## src/rtl/register_window_file_pkg.sv

```systemverilog
`default_nettype none
// ============================================================================
//  Module      : register_window_file_pkg
//  Description : Shared constants and sizing helpers for the windowed
//                register file (globals count, registers per window,
//                physical register count, CWP and physical index widths).
//  Revision    : 1.0  initial release
// ============================================================================
package register_window_file_pkg;

    localparam int NGLOBALS     = 8;
    localparam int REGS_PER_WIN = 16;

    // Physical register count: globals plus 16 unique registers per window.
    // Each window only owns its locals and ins; its outs are the next
    // window's ins.
    function automatic int nphys(input int nwindows);
        return NGLOBALS + REGS_PER_WIN * nwindows;
    endfunction

    function automatic int cwp_width(input int nwindows);
        return (nwindows > 1) ? $clog2(nwindows) : 1;
    endfunction

    function automatic int phys_width(input int nwindows);
        return $clog2(nphys(nwindows));
    endfunction

endpackage
`default_nettype wire

```

## src/rtl/register_window_file_window_index_map.sv

```systemverilog
`default_nettype none
// ============================================================================
//  Module      : window_index_map
//  Description : Combinational map from a logical register number and a
//                window pointer to a physical register index.
//                  lreg : logical register r0..r31
//                  cwp  : window pointer used for the translation
//                  preg : physical register index
//  Revision    : 1.0  initial release
// ============================================================================
module window_index_map
    import register_window_file_pkg::*;
#(
    parameter int NWINDOWS = 4
) (
    input  logic [4:0]                        lreg,
    input  logic [cwp_width(NWINDOWS)-1:0]    cwp,
    output logic [phys_width(NWINDOWS)-1:0]   preg
);

    localparam int c_CWP_W  = cwp_width(NWINDOWS);
    localparam int c_PHYS_W = phys_width(NWINDOWS);
    // Width of the windowed region offset: log2(16 * NWINDOWS).
    localparam int c_OFF_W  = c_CWP_W + 4;

    logic [4:0]         w_rel;
    logic [c_OFF_W-1:0] w_off;

    always_comb begin
        w_rel = lreg - 5'(NGLOBALS);
        // NWINDOWS is a power of two, so the modulo over the windowed
        // region is plain truncation to c_OFF_W bits. Window w starts at
        // offset 16*w, which makes its outs land on window w-1's ins.
        w_off = {cwp, 4'b0000} + c_OFF_W'(w_rel);
        if (lreg < 5'(NGLOBALS)) begin
            preg = c_PHYS_W'(lreg);
        end else begin
            preg = c_PHYS_W'(NGLOBALS) + c_PHYS_W'(w_off);
        end
    end

endmodule
`default_nettype wire

```

## src/rtl/register_window_file.sv

```systemverilog
`default_nettype none
// ============================================================================
//  Module      : register_window_file
//  Description : SPARC V8 style windowed integer register file.
//                Two combinational read ports, one write port, CWP/WIM
//                control with SAVE/RESTORE and overflow/underflow traps.
//  Ports       : clk, reset_n (async active-low)
//                rs1/rs2 -> rs1_data/rs2_data  combinational reads
//                rd, wr_en, wr_data            edge-triggered write
//                save, restore                 window change requests
//                wr_wim/wim_in, wr_cwp/cwp_in  direct state loads
//                cwp, wim                      current window state
//                trap_ovf, trap_unf            registered 1-cycle traps
//  Revision    : 1.0  initial release
// ============================================================================
module register_window_file
    import register_window_file_pkg::*;
#(
    parameter int NWINDOWS = 4,
    parameter int WIDTH    = 32
) (
    input  logic                             clk,
    input  logic                             reset_n,
    input  logic [4:0]                       rs1,
    input  logic [4:0]                       rs2,
    output logic [WIDTH-1:0]                 rs1_data,
    output logic [WIDTH-1:0]                 rs2_data,
    input  logic [4:0]                       rd,
    input  logic                             wr_en,
    input  logic [WIDTH-1:0]                 wr_data,
    input  logic                             save,
    input  logic                             restore,
    input  logic                             wr_wim,
    input  logic [NWINDOWS-1:0]              wim_in,
    input  logic                             wr_cwp,
    input  logic [cwp_width(NWINDOWS)-1:0]   cwp_in,
    output logic [cwp_width(NWINDOWS)-1:0]   cwp,
    output logic [NWINDOWS-1:0]              wim,
    output logic                             trap_ovf,
    output logic                             trap_unf
);

    localparam int c_NPHYS  = nphys(NWINDOWS);
    localparam int c_CWP_W  = cwp_width(NWINDOWS);
    localparam int c_PHYS_W = phys_width(NWINDOWS);

    logic [WIDTH-1:0]    r_regs [c_NPHYS];
    logic [c_CWP_W-1:0]  r_cwp;
    logic [NWINDOWS-1:0] r_wim;
    logic                r_trap_ovf;
    logic                r_trap_unf;

    logic [c_CWP_W-1:0]  w_cwp_dec;
    logic [c_CWP_W-1:0]  w_cwp_inc;
    logic                w_save_req;
    logic                w_restore_req;
    logic                w_ovf;
    logic                w_unf;
    logic [c_CWP_W-1:0]  w_cwp_next;
    logic [c_CWP_W-1:0]  w_rd_cwp;
    logic                w_wr_go;
    logic [c_PHYS_W-1:0] w_rs1_idx;
    logic [c_PHYS_W-1:0] w_rs2_idx;
    logic [c_PHYS_W-1:0] w_rd_idx;

    // Window arithmetic wraps naturally in c_CWP_W bits (NWINDOWS is 2^n).
    assign w_cwp_dec = r_cwp - c_CWP_W'(1);
    assign w_cwp_inc = r_cwp + c_CWP_W'(1);

    // wr_cwp overrides both requests; save together with restore cancels.
    assign w_save_req    = save    & ~restore & ~wr_cwp;
    assign w_restore_req = restore & ~save    & ~wr_cwp;

    // Trap checks use the WIM value held before this edge.
    assign w_ovf = w_save_req    & r_wim[w_cwp_dec];
    assign w_unf = w_restore_req & r_wim[w_cwp_inc];

    always_comb begin
        w_rd_cwp = r_cwp;
        if (w_save_req && !w_ovf) begin
            w_rd_cwp = w_cwp_dec;
        end else if (w_restore_req && !w_unf) begin
            w_rd_cwp = w_cwp_inc;
        end
        // A successful SAVE/RESTORE writes rd in the new window; a wr_cwp
        // load leaves the write in the old window.
        w_cwp_next = wr_cwp ? cwp_in : w_rd_cwp;
    end

    // Trapping requests also squash the write of the same cycle.
    assign w_wr_go = wr_en & (rd != 5'd0) & ~w_ovf & ~w_unf;

    window_index_map #(.NWINDOWS(NWINDOWS)) u_map_rs1 (
        .lreg (rs1),
        .cwp  (r_cwp),
        .preg (w_rs1_idx)
    );

    window_index_map #(.NWINDOWS(NWINDOWS)) u_map_rs2 (
        .lreg (rs2),
        .cwp  (r_cwp),
        .preg (w_rs2_idx)
    );

    window_index_map #(.NWINDOWS(NWINDOWS)) u_map_rd (
        .lreg (rd),
        .cwp  (w_rd_cwp),
        .preg (w_rd_idx)
    );

    // No bypass: reads always show the value stored before the edge.
    assign rs1_data = (rs1 == 5'd0) ? '0 : r_regs[w_rs1_idx];
    assign rs2_data = (rs2 == 5'd0) ? '0 : r_regs[w_rs2_idx];

    always_ff @(posedge clk or negedge reset_n) begin
        if (!reset_n) begin
            r_cwp      <= '0;
            r_wim      <= '0;
            r_trap_ovf <= 1'b0;
            r_trap_unf <= 1'b0;
            for (int i = 0; i < c_NPHYS; i++) begin
                r_regs[i] <= '0;
            end
        end else begin
            r_cwp      <= w_cwp_next;
            r_trap_ovf <= w_ovf;
            r_trap_unf <= w_unf;
            if (wr_wim) begin
                r_wim <= wim_in;
            end
            if (w_wr_go) begin
                r_regs[w_rd_idx] <= wr_data;
            end
        end
    end

    assign cwp      = r_cwp;
    assign wim      = r_wim;
    assign trap_ovf = r_trap_ovf;
    assign trap_unf = r_trap_unf;

endmodule
`default_nettype wire

```

## config.mk

```make
export PLATFORM = sky130hd
export DESIGN_NAME = register_window_file
export DESIGN_NICKNAME = d
export VERILOG_FILES = /design/src/rtl/register_window_file_pkg.sv /design/src/rtl/register_window_file_window_index_map.sv /design/src/rtl/register_window_file.sv
export SDC_FILE = /design/constraint.sdc
export NUM_CORES = 2
export LEC_CHECK = 0
export CELL_PAD_IN_SITES_DETAIL_PLACEMENT = 1
export CELL_PAD_IN_SITES_GLOBAL_PLACEMENT = 2
export CORE_MARGIN = 1
export CORE_UTILIZATION = 52
export DETAILED_ROUTE_END_ITERATION = 16
export GPL_TIMING_DRIVEN = 0
export PLACE_DENSITY_LB_ADDON = 0.12
export SLEW_MARGIN = 0
export SYNTH_ARGS = -nofsm -noshare
export SYNTH_HDL_FRONTEND = slang
export SYNTH_SLANG_ARGS = --single-unit
```

## constraint.sdc

```tcl
create_clock -name clk -period 21.8 [get_ports clk]
set_input_delay 4.36 -clock clk [delete_from_list [all_inputs] [get_ports clk]]
set_output_delay 4.36 -clock clk [all_outputs]
set_load 0.01 [all_outputs]
```

==> run metrics <==
commonest cells after routing, fill and taps aside dfrtp_1 (2312), mux2_2 (2219), mux4_2 (1361); layout overhead on the synthesized area 13.6%; clock sink count 2312; data required time of the worst path 17.44 ns; proportion of register bits with asynchronous set or reset after synthesis 100%; CP Launch Type input pin; average cell area after synthesis 16.3 sq um; worst hold margin 0.513 ns; Chip Height 490 microns; num ports 132; endpoint type of the worst setup path output port; power density over cell area 111 mW/mm^2; unique cell type count in the Yosys netlist 61; status complete, but fails checks; RSZ-0062 raised after global routing no; wire length of the first global-routing pass 756 mm; number of buffers on the longest clock path 4; count of input and output buffers 92; root buf cell clkbuf_16; cell count after synthesis 7582; drt first pass iters 8; depth of the CTS H-tree 5; initial antenna violation count 69; net count of the finished layout 8132; static leakage 0.0622 uW; overall track demand over capacity in global routing 47.8%; number of resized instances in the post-cts repair step 0; crit path kind in2out; CTS tree built; sum of routed wire length over all layers 564 mm; gpl congestion 1.06; number of pins with negative max-slew slack in the final report 161; final hold violation count 0; DRT antenna net count 0; transition time of the tightest slew-check pin 1.62 ns; filler instances 20889; post-CTS clock slew at the launch and capture registers of the worst setup and hold paths 0.06 ns; Max FO, Critical Path 11; leading register cell type out of synthesis dfrtp_1; violations in the final reports max-capacitance violations, max-slew violations; Site Rows 178; final critical path time including I/O delays and setup 17.01 ns; Max rail drop VDD 85.7 uV; syn nets 7652; max-cap violation count 20; number of design-rule violations left by the first detailed-router iteration 11973; final setup fails 0; initial core utilization 52.4%; die width 490 microns; via count of the first global-routing pass 85886; pin count of the biggest net entering global routing 181; clock buffers created by TritonCTS 283; Remaining Overflow, GRT 0; commonest non-fill, non-tap cell in the layout dfrtp_1; Worst Path Arrival 12.65 ns; share of the yosys chip area belonging to registers 46.8%; post-synthesis instance area 0.124 sq mm; share of layout cells above drive strength 1 54.8%; Post CTS Setup Buffer Count 0; maximum frequency from static timing analysis 58.8 MHz; Placeable Area 0.236 sq mm; HPWL reported at the end of detailed placement 428 mm; Die ar. 0.240 sq mm; number of synthesized register bits 2312; hold buffers post-CTS 0; clock latency on the worst-skew pair 0.98 ns; maximum clock skew at final layout 0.0716 ns; class of the tightest hold or removal check reg2reg; mean routed wirelength per cell 49.2 microns; DRC errors left 0; number of flops mapped to enable cells by yosys 0; Final TNS setup 0 ns; Tcrit/Tclk final 78.0%; tightest slew margin relative to the limit -7.82%; routed vias/inst 7.39; total number of vias 84684; yosys synthesis warning count 0
## worst paths after layout
| check | from | slack (ns) | cells past startpoint | end |
|---|---|---|---|---|
| max | rs2[3] | 4.79 | 17 | rs2_data[10] |
| min | r_regs[1064] | 0.51 | 1 | r_regs[1064] |
| max reg2reg | cwp[1] | 15.01 | 13 | r_regs[1362] |
| min reg2reg | r_regs[1064] | 0.51 | 1 | r_regs[1064] |
| max in group asynchronous | reset_n | 14.78 | 5 | r_regs[431] |
| min in group asynchronous | reset_n | 3.34 | 1 | r_regs[94] |
## cells in the mapped netlist, drive strengths merged (3+ instances only)
cell     number  area (sq um)
dfrtp      2312         57900
mux2       2312         26000
mux4       1361         30700
clkbuf      506          1900
buf         340          1510
mux2i       229          2290
o22ai        70           438
nand2        66           248
o21ai        63           319
nor2         56           210
nor4         28           269
o21bai       23           173
a211oi       22           200
a21oi        17          85.1
nand3        15          80.1
nor3         15          75.1
inv          14          52.6
o21a         11          82.6
ha           10           125
o211ai       10          75.1
o221ai       10          87.6
a2111oi       9           173
a22oi         9          67.6
o2bb2ai       9          78.8
a31oi         7          43.8
o22a          7          61.3
and2          5          31.3
nand4         5          31.3
or2           5          31.3
nand2b        4          25.0
nor2b         3          18.8
nor3b         3          22.5
o32ai         3          26.3
## worst max-delay path, stage by stage
cell,delay [ns]
clkbuf_1,0.19
clkbuf_2,0.27
inv_2,0.40
buf_2,0.75
ha_1,0.36
inv_1,0.07
ha_1,0.24
ha_1,0.30
mux2_2,0.15
clkbuf_1,0.82
buf_2,0.92
nand2_1,0.98
clkbuf_1,0.81
o22ai_1,0.57
nor3_1,0.12
o221ai_1,0.57
clkdlybuf4s50_1,0.67
## where the power goes
| part | total (uW) | switching [uW] | leakage (uW) | internal, uW |
|---|---|---|---|---|
| Sequential | 6300 | 884 | 0.0311 | 5420 |
| Clock | 4870 | 1960 | 0.00462 | 2910 |
| Combinational | 4430 | 2170 | 0.0265 | 2260 |
## layout make-up
type,instances,area [sq um],share of cell area [%]
Timing Repair Buffer,195,3130,2.23
Tap cell,3150,3940,2.81
Sequential cell,2312,57900,41.2
Inverter,14,52.6,0.0374
Antenna cell,45,113,0.0802
Buffer,846,3640,2.59
Clock inverter,69,927,0.660
Clock buffer,413,8410,5.99
Multi-Input combinational cell,4410,62400,44.4
## registers in the layout, indices dropped and copies added (netlist names)
| name | flops |
|---|---|
| cwp | 2 |
| r_regs | 2304 |
| trap_ovf | 1 |
| trap_unf | 1 |
| wim | 4 |
## metrics by stage
step	cells	total power [uW]	cell area [sq um]	worst slack (ns)	util [%]
3_5_place_dp	10925	10500	131000	5.08	55.5
4_1_cts	11407	15400	140000	5.07	59.5
6_report	11454	15600	140000	4.79	59.5
2_1_floorplan	7582	8700	124000	8.74	-
5_1_grt	11414	15900	140000	5.08	59.5
3_3_place_gp	10824	10300	128000	-87.95	54.5
## metal layers
metal  part of all wire [%]  track usage [%]
met1                     36             61.1
met2                     42             66.1
met3                     13             20.0
met4                    8.1             32.6
met5                  0.025            0.242
## cells by family after synthesis
logic type                 after synthesis  synth area share, %
muxes                                 3902                 47.7
DFF                                   2312                 46.8
buffers and inverters                  860                 2.80
AOI/OAI and AO/OA                      276                 1.59
and+or+nand+nor                        216                0.918
adders and majority gates               10                0.101
xor gates and xnor gates                 6               0.0648
Note: power is estimated with default switching activity, not from simulation.
